<file path="src/rtl/cas_writer.sv">
// Cassette capture: decodes the console's FSK tape output into framed bytes and writes them to the CAS buffer RAM.
// One byte per wr_req/wr_ack handshake; a byte that completes while a request is still pending is dropped and flagged.
module cas_writer #(
    parameter logic [15:0] THRESH     = 16'd13333,
    parameter logic [15:0] MIN_PERIOD = 16'd2000,
    parameter logic [15:0] TIMEOUT    = 16'd40000,
    parameter logic [17:0] LEN_LIMIT  = 18'h3FFFF
) (
    input  logic        i_clk,
    input  logic        i_reset,
    input  logic        i_ce,
    input  logic        i_tape_out,
    input  logic        i_record,
    input  logic        i_motor,
    input  logic        i_rewind,
    output logic        o_wr_req,
    output logic [17:0] o_wr_addr,
    output logic [7:0]  o_wr_data,
    input  logic        i_wr_ack,
    output logic [17:0] o_tape_len,
    output logic        o_busy,
    output logic        o_overrun,
    output logic        o_full
);

    typedef enum logic [2:0] {IDLE, SYNC, START, DATA, STOP} state_t;

    state_t      r_state, w_state_next;
    logic [1:0]  r_sync;
    logic        r_prev;
    logic [15:0] r_cnt;
    logic        r_bit_vld, r_bit;
    logic [4:0]  r_ones;
    logic [2:0]  r_bitn;
    logic [7:0]  r_shift;
    logic        r_wr_req, r_overrun, r_full;
    logic [17:0] r_wr_addr, r_tape_len;
    logic [7:0]  r_wr_data;

    logic        w_rise, w_accept, w_armed, w_timeout, w_byte_done, w_ack, w_full_next;
    logic [17:0] w_len_next;

    assign w_rise    = r_sync[1] & ~r_prev;
    assign w_accept  = w_rise && (r_cnt >= MIN_PERIOD);
    assign w_armed   = i_record & i_motor;
    assign w_timeout = (r_state != IDLE) && (r_cnt == TIMEOUT);
    assign w_ack     = i_wr_ack & r_wr_req;

    always_ff @(posedge i_clk) begin
        if (i_reset) begin
            r_sync    <= 2'b00;
            r_prev    <= 1'b0;
            r_cnt     <= 16'd0;
            r_bit_vld <= 1'b0;
            r_bit     <= 1'b0;
        end else begin
            r_sync    <= {r_sync[0], i_tape_out};
            r_prev    <= r_sync[1];
            r_bit_vld <= w_accept;
            if (w_accept)
                r_bit <= (r_cnt < THRESH);
            // Glitch edges leave the counter running so the real period is still measured.
            if (w_accept)
                r_cnt <= 16'd0;
            else if (i_ce && r_cnt != 16'hFFFF)
                r_cnt <= r_cnt + 16'd1;
        end
    end

    always_comb begin
        w_state_next = r_state;
        w_byte_done  = 1'b0;
        if (i_rewind || !w_armed) begin
            w_state_next = IDLE;
        end else if (w_timeout) begin
            w_state_next = SYNC;
        end else if (r_bit_vld) begin
            case (r_state)
                IDLE:  w_state_next = SYNC;
                SYNC:  if (!r_bit && r_ones == 5'd16) w_state_next = DATA;
                DATA:  if (r_bitn == 3'd7) w_state_next = STOP;
                STOP: begin
                    if (r_bit) begin
                        w_state_next = START;
                        w_byte_done  = 1'b1;
                    end else begin
                        w_state_next = SYNC;
                    end
                end
                START: if (!r_bit) w_state_next = DATA;
                default: w_state_next = IDLE;
            endcase
        end
    end

    always_ff @(posedge i_clk) begin
        if (i_reset) begin
            r_state <= IDLE;
            r_ones  <= 5'd0;
            r_bitn  <= 3'd0;
            r_shift <= 8'd0;
        end else begin
            r_state <= w_state_next;
            if (r_state != SYNC)
                r_ones <= 5'd0;
            else if (r_bit_vld)
                r_ones <= !r_bit ? 5'd0 : (r_ones == 5'd16) ? 5'd16 : r_ones + 5'd1;
            if (r_state != DATA) begin
                r_bitn <= 3'd0;
            end else if (r_bit_vld) begin
                r_shift <= {r_bit, r_shift[7:1]};
                r_bitn  <= r_bitn + 3'd1;
            end
        end
    end

    // The final ack holds tape_len at the last address instead of wrapping.
    always_comb begin
        w_len_next  = r_tape_len;
        w_full_next = r_full;
        if (w_ack) begin
            if (r_tape_len == LEN_LIMIT)
                w_full_next = 1'b1;
            else
                w_len_next = r_tape_len + 18'd1;
        end
    end

    always_ff @(posedge i_clk) begin
        if (i_reset) begin
            r_wr_req   <= 1'b0;
            r_wr_addr  <= 18'd0;
            r_wr_data  <= 8'd0;
            r_tape_len <= 18'd0;
            r_overrun  <= 1'b0;
            r_full     <= 1'b0;
        end else if (i_rewind) begin
            r_wr_req   <= 1'b0;
            r_tape_len <= 18'd0;
            r_overrun  <= 1'b0;
            r_full     <= 1'b0;
        end else begin
            r_tape_len <= w_len_next;
            r_full     <= w_full_next;
            if (w_ack)
                r_wr_req <= 1'b0;
            if (w_byte_done && !w_full_next) begin
                if (!r_wr_req || w_ack) begin
                    r_wr_req  <= 1'b1;
                    r_wr_addr <= w_len_next;
                    r_wr_data <= r_shift;
                end else begin
                    r_overrun <= 1'b1;
                end
            end
        end
    end

    assign o_wr_req   = r_wr_req;
    assign o_wr_addr  = r_wr_addr;
    assign o_wr_data  = r_wr_data;
    assign o_tape_len = r_tape_len;
    assign o_overrun  = r_overrun;
    assign o_full     = r_full;
    assign o_busy     = (r_state != IDLE);

endmodule

</file>
<file path="config.mk">
export PLATFORM = sky130hd
export DESIGN_NAME = cas_writer
export DESIGN_NICKNAME = d
export VERILOG_FILES = /design/src/rtl/cas_writer.sv
export SDC_FILE = /design/constraint.sdc
export NUM_CORES = 1
export LEC_CHECK = 0
export ABC_CLOCK_PERIOD_IN_PS = 1900
export BUFFER_PORTS_ARGS = -buffer_cell sky130_fd_sc_hd__clkbuf_2
export CORE_ASPECT_RATIO = 1.25
export CORE_MARGIN = 2
export CORE_UTILIZATION = 52
export DETAILED_ROUTE_END_ITERATION = 8
export GPL_ROUTABILITY_DRIVEN = 1
export PLACE_DENSITY = 0.86
export SLEW_MARGIN = 0
export SYNTH_ARGS = -nofsm -noshare
export SYNTH_HDL_FRONTEND = slang
export SYNTH_SLANG_ARGS = --single-unit
</file>
<file path="constraint.sdc">
create_clock -name i_clk -period 1.9 [get_ports i_clk]
set_input_delay 0.095 -clock i_clk [delete_from_list [all_inputs] [get_ports i_clk]]
set_output_delay 0.095 -clock i_clk [all_outputs]
set_load 0.01 [all_outputs]
</file>
==> summary.md <==
| Metric | Value |
|---|---|
| Wire length per cell | 17.4 µm |
| Hold EP | r_state[1] |
| GPL Wtd Cong | 0.923 |
| EDFF count, synth | 0 |
| Via count | 4259 |
| Hold path startpoint | i_motor |
| Final setup margin | -0.119 ns |
| Top Usage Layer GRT | met2 |
| Final worst path period share | 106% |
| Failing checks | setup timing |
| CP required | 2.17 ns |
| R2r startpoint | o_tape_len[9] |
| CP dominant cell by count | buf_4 |
| Post-Syn Area | 4170 µm² |
| Dominant synthesized flop cell | dfxtp_1 |
| Critical path's slowest cell | dfxtp_1 |
| Count of cell types in the netlist | 60 |
| Post-layout util | 68.4% |
| Worst-path maximum fanout | 6 |
| Pins over their slew limit | 0 |
| Max Cap Violations | 0 |
| # rows | 36 |
| Crit-path max cell delay | 0.38 ns |
| Core ar. | 7790 µm² |
| Status | finished, violations left |
| Die area | 8750 µm² |
| Yosys reg bits | 87 |
| Syn_area_per_cell | 8.53 µm² |
| Post-synth ARST share | 0% |
| First-pass GRT wire length | 17700 µm |
| Grt total ovfl | 0 |
| Placed Area | 4780 µm² |
| Startpoint types | register |
| Hold path depth | 3 |
| Met1 usage | 27.7% |
| # DRC | 0 |
| H-tree levels | 3 |
| Worst r2r dst | o_wr_addr[17] |
| CTS sink cnt | 87 |
| Die height | 104 µm |
| Fin. Hold Viols | 0 |
| Tightest Hold Check Type | primary input to register |
| Max Freq | 495 MHz |
| Slew @ Worst Pin | 0.485 ns |
| Clock Path Buffers | 2 |
| Root Buffer | clkbuf_8 |
| PD cells | 595 nW/µm² |
| Initial drt markers | 314 |
| Cells after synthesis | 489 |
| Antenna-violating nets left | 0 |
| Sequential share of the synthesized area | 41.8% |
| RSZ-0062 raised after global routing | true |
| Most frequent cells in the layout | 79 x dfxtp_1, 55 x clkbuf_2, 54 x buf_4 |
| Detail Placement HPWL | 7410 µm |
| Syn nets | 505 |
| Area grow syn2layout | 27.8% |
| Final nets | 603 |
| Commonest non-fill, non-tap cell in the layout | dfxtp_1 |
| Arrival time worst endpoint | 2.29 ns |
| Worst Setup End Kind | register |
| CTS tree | done |
| Final Total Pwr | 0.00317 W |
| Post-route cell area | 5330 µm² |
| Initial antenna violation count | 0 |
| GR Layer Usage met3 | 5.63% |
| Pin count of the biggest net entering global routing | 44 |
| Reg clk slew, reported paths | 0.10 ns |
| Via density | 6.20 |
| Inserted Diodes | 0 |
| Drt first pass iters | 5 |
| Synth warn | 0 |
| Number of global-route vias before repair | 3974 |
| VDD IR-drop max | 0.522 mV |
| Io pins | 56 |
| Final cell count without fillers | 687 |
| Family with the most delay on the worst path | simple AND/OR/NAND/NOR gates |
| IO Port Bufs | 55 |
| Leakage | 1.97 nW |
| Critical path cell sequence | nand4_1 > buf_4 > nor4_1 > buf_4 > nand3_1 > mux2i_1 > o22ai_2 |
| WP buf/inv | 2 |
| Layout cells sized above 1 | 32.4% |
| Rel. slew slack | 67.7% |
| Reg2reg setup slack | -0.12 ns |
| Worst r2r path cells | 7 |
| Skew final | 0.0153 ns |
| WS Path Type | register to register |
| Minimum clock period | 2.02 ns |
| Die Wd | 84.1 µm |
| Total GRT Usage | 24.6% |
| CTS Buf Count | 9 |
| Met2 Track Usage GR | 43.6% |
| Cell count after placement | 657 |
| Starting Density | 53.5% |
| # setup viols final | 7 |
| Final WL | 12000 µm |
| Clk Latency, worst-skew pair | 0.37 ns |
state kept, by name (all words and copies together), names as in the netlist:
name / count
o_overrun: 1
r_bit_vld: 1
r_cnt: 16
o_full: 1
r_ones: 5
r_sync: 2
o_wr_req: 1
o_tape_len: 18
r_state: 3
r_shift: 8
r_bit: 1
r_prev: 1
o_wr_addr: 18
o_wr_data: 8
r_bitn: 3
metrics by stage:
step	TNS (ns)	setup slack, ns	hold WS [ns]
global placement	0	0.0480	0.329
detailed placement	-0.334	-0.0394	0.363
CTS	-0.111	-0.0159	0.0947
finish	-0.343	-0.119	0.109
global route	-1.66	-0.197	0.132
floorplan	0	0.00857	0.178
cell families after synthesis:
group | after synthesis | synth area share (%)
multiplexers | 8 | 1.92
flip-flops | 87 | 41.8
adder cells (fa/ha/maj) | 8 | 2.40
buffers and inverters | 38 | 4.47
AND/OR/NAND/NOR | 200 | 24.9
AO/OA/AOI/OAI | 126 | 19.9
XOR/XNOR | 22 | 4.62
where the power goes:
group          switching (W)  internal, W
combinational      0.0000557    0.0000347
clock               0.000725     0.000527
sequential        0.00000360      0.00182
worst register-to-register path, delay by kind of cell (launching register included):
family | cells | cell delay [ns]
AND/OR/NAND/NOR | 3 | 0.69
AO/OA/AOI/OAI | 1 | 0.13
buffers and inverters | 2 | 0.45
multiplexers | 1 | 0.28
flip-flops | 1 | 0.38
synth_stat cells (all sizes together), types with 11 or more instances:
library cell / n / area share [%]
a21oi: 44 / 5.4
nand4: 11 / 1.8
xnor2: 12 / 2.5
buf: 13 / 2.2
nand2: 40 / 3.6
o21ai: 26 / 3.1
nor2: 52 / 4.7
nor2b: 11 / 1.7
dfxtp: 87 / 42
clkbuf: 15 / 1.4
nand3: 25 / 3.0
a211oi: 12 / 2.3
worst max-delay path by stage:
stage | start | end | slack [ns] | depth (start not counted)
finish | o_tape_len[9] | o_wr_addr[17] | -0.12 | 7
global route | o_tape_len[9] | o_wr_addr[17] | -0.20 | 7
CTS | r_state[1] | o_wr_addr[10] | -0.02 | 6
detailed placement | r_cnt[0] | o_wr_addr[9] | -0.04 | 8
global placement | r_cnt[0] | o_wr_addr[9] | 0.05 | 8
floorplan | r_state[0] | o_wr_addr[15] | 0.009 | 8
layer usage:
| metal | wire length (µm) | up-vias |
|---|---|---|
| li1 | - | 1972 |
| met1 | 4440 | 1988 |
| met2 | 6160 | 243 |
| met3 | 886 | 56 |
| met4 | 486 | 0 |
| met5 | 0 | - |
layout make-up:
type                            count  area (µm²)
Timing Repair Buffer              115         786
Tap cell                           95         119
Multi-Input combinational cell    364        2440
Clock inverter                      6        50.0
Clock buffer                       10         138
Fill cell                         566        2470
Sequential cell                    87        1760
Inverter                           10        37.5
timing repair:
item | 4_1_cts | 5_1_grt
buffers inserted | 3 | 7
pin swaps | 5 | 19
endpoints found under the hold margin | 1 | 0
endpoints found under the setup margin | 22 | 48
hold buffers | 1 | 0
resized for setup | 9 | 59
cloned | 1 | 2
No activity file was read; power rests on OpenSTA's default activity.
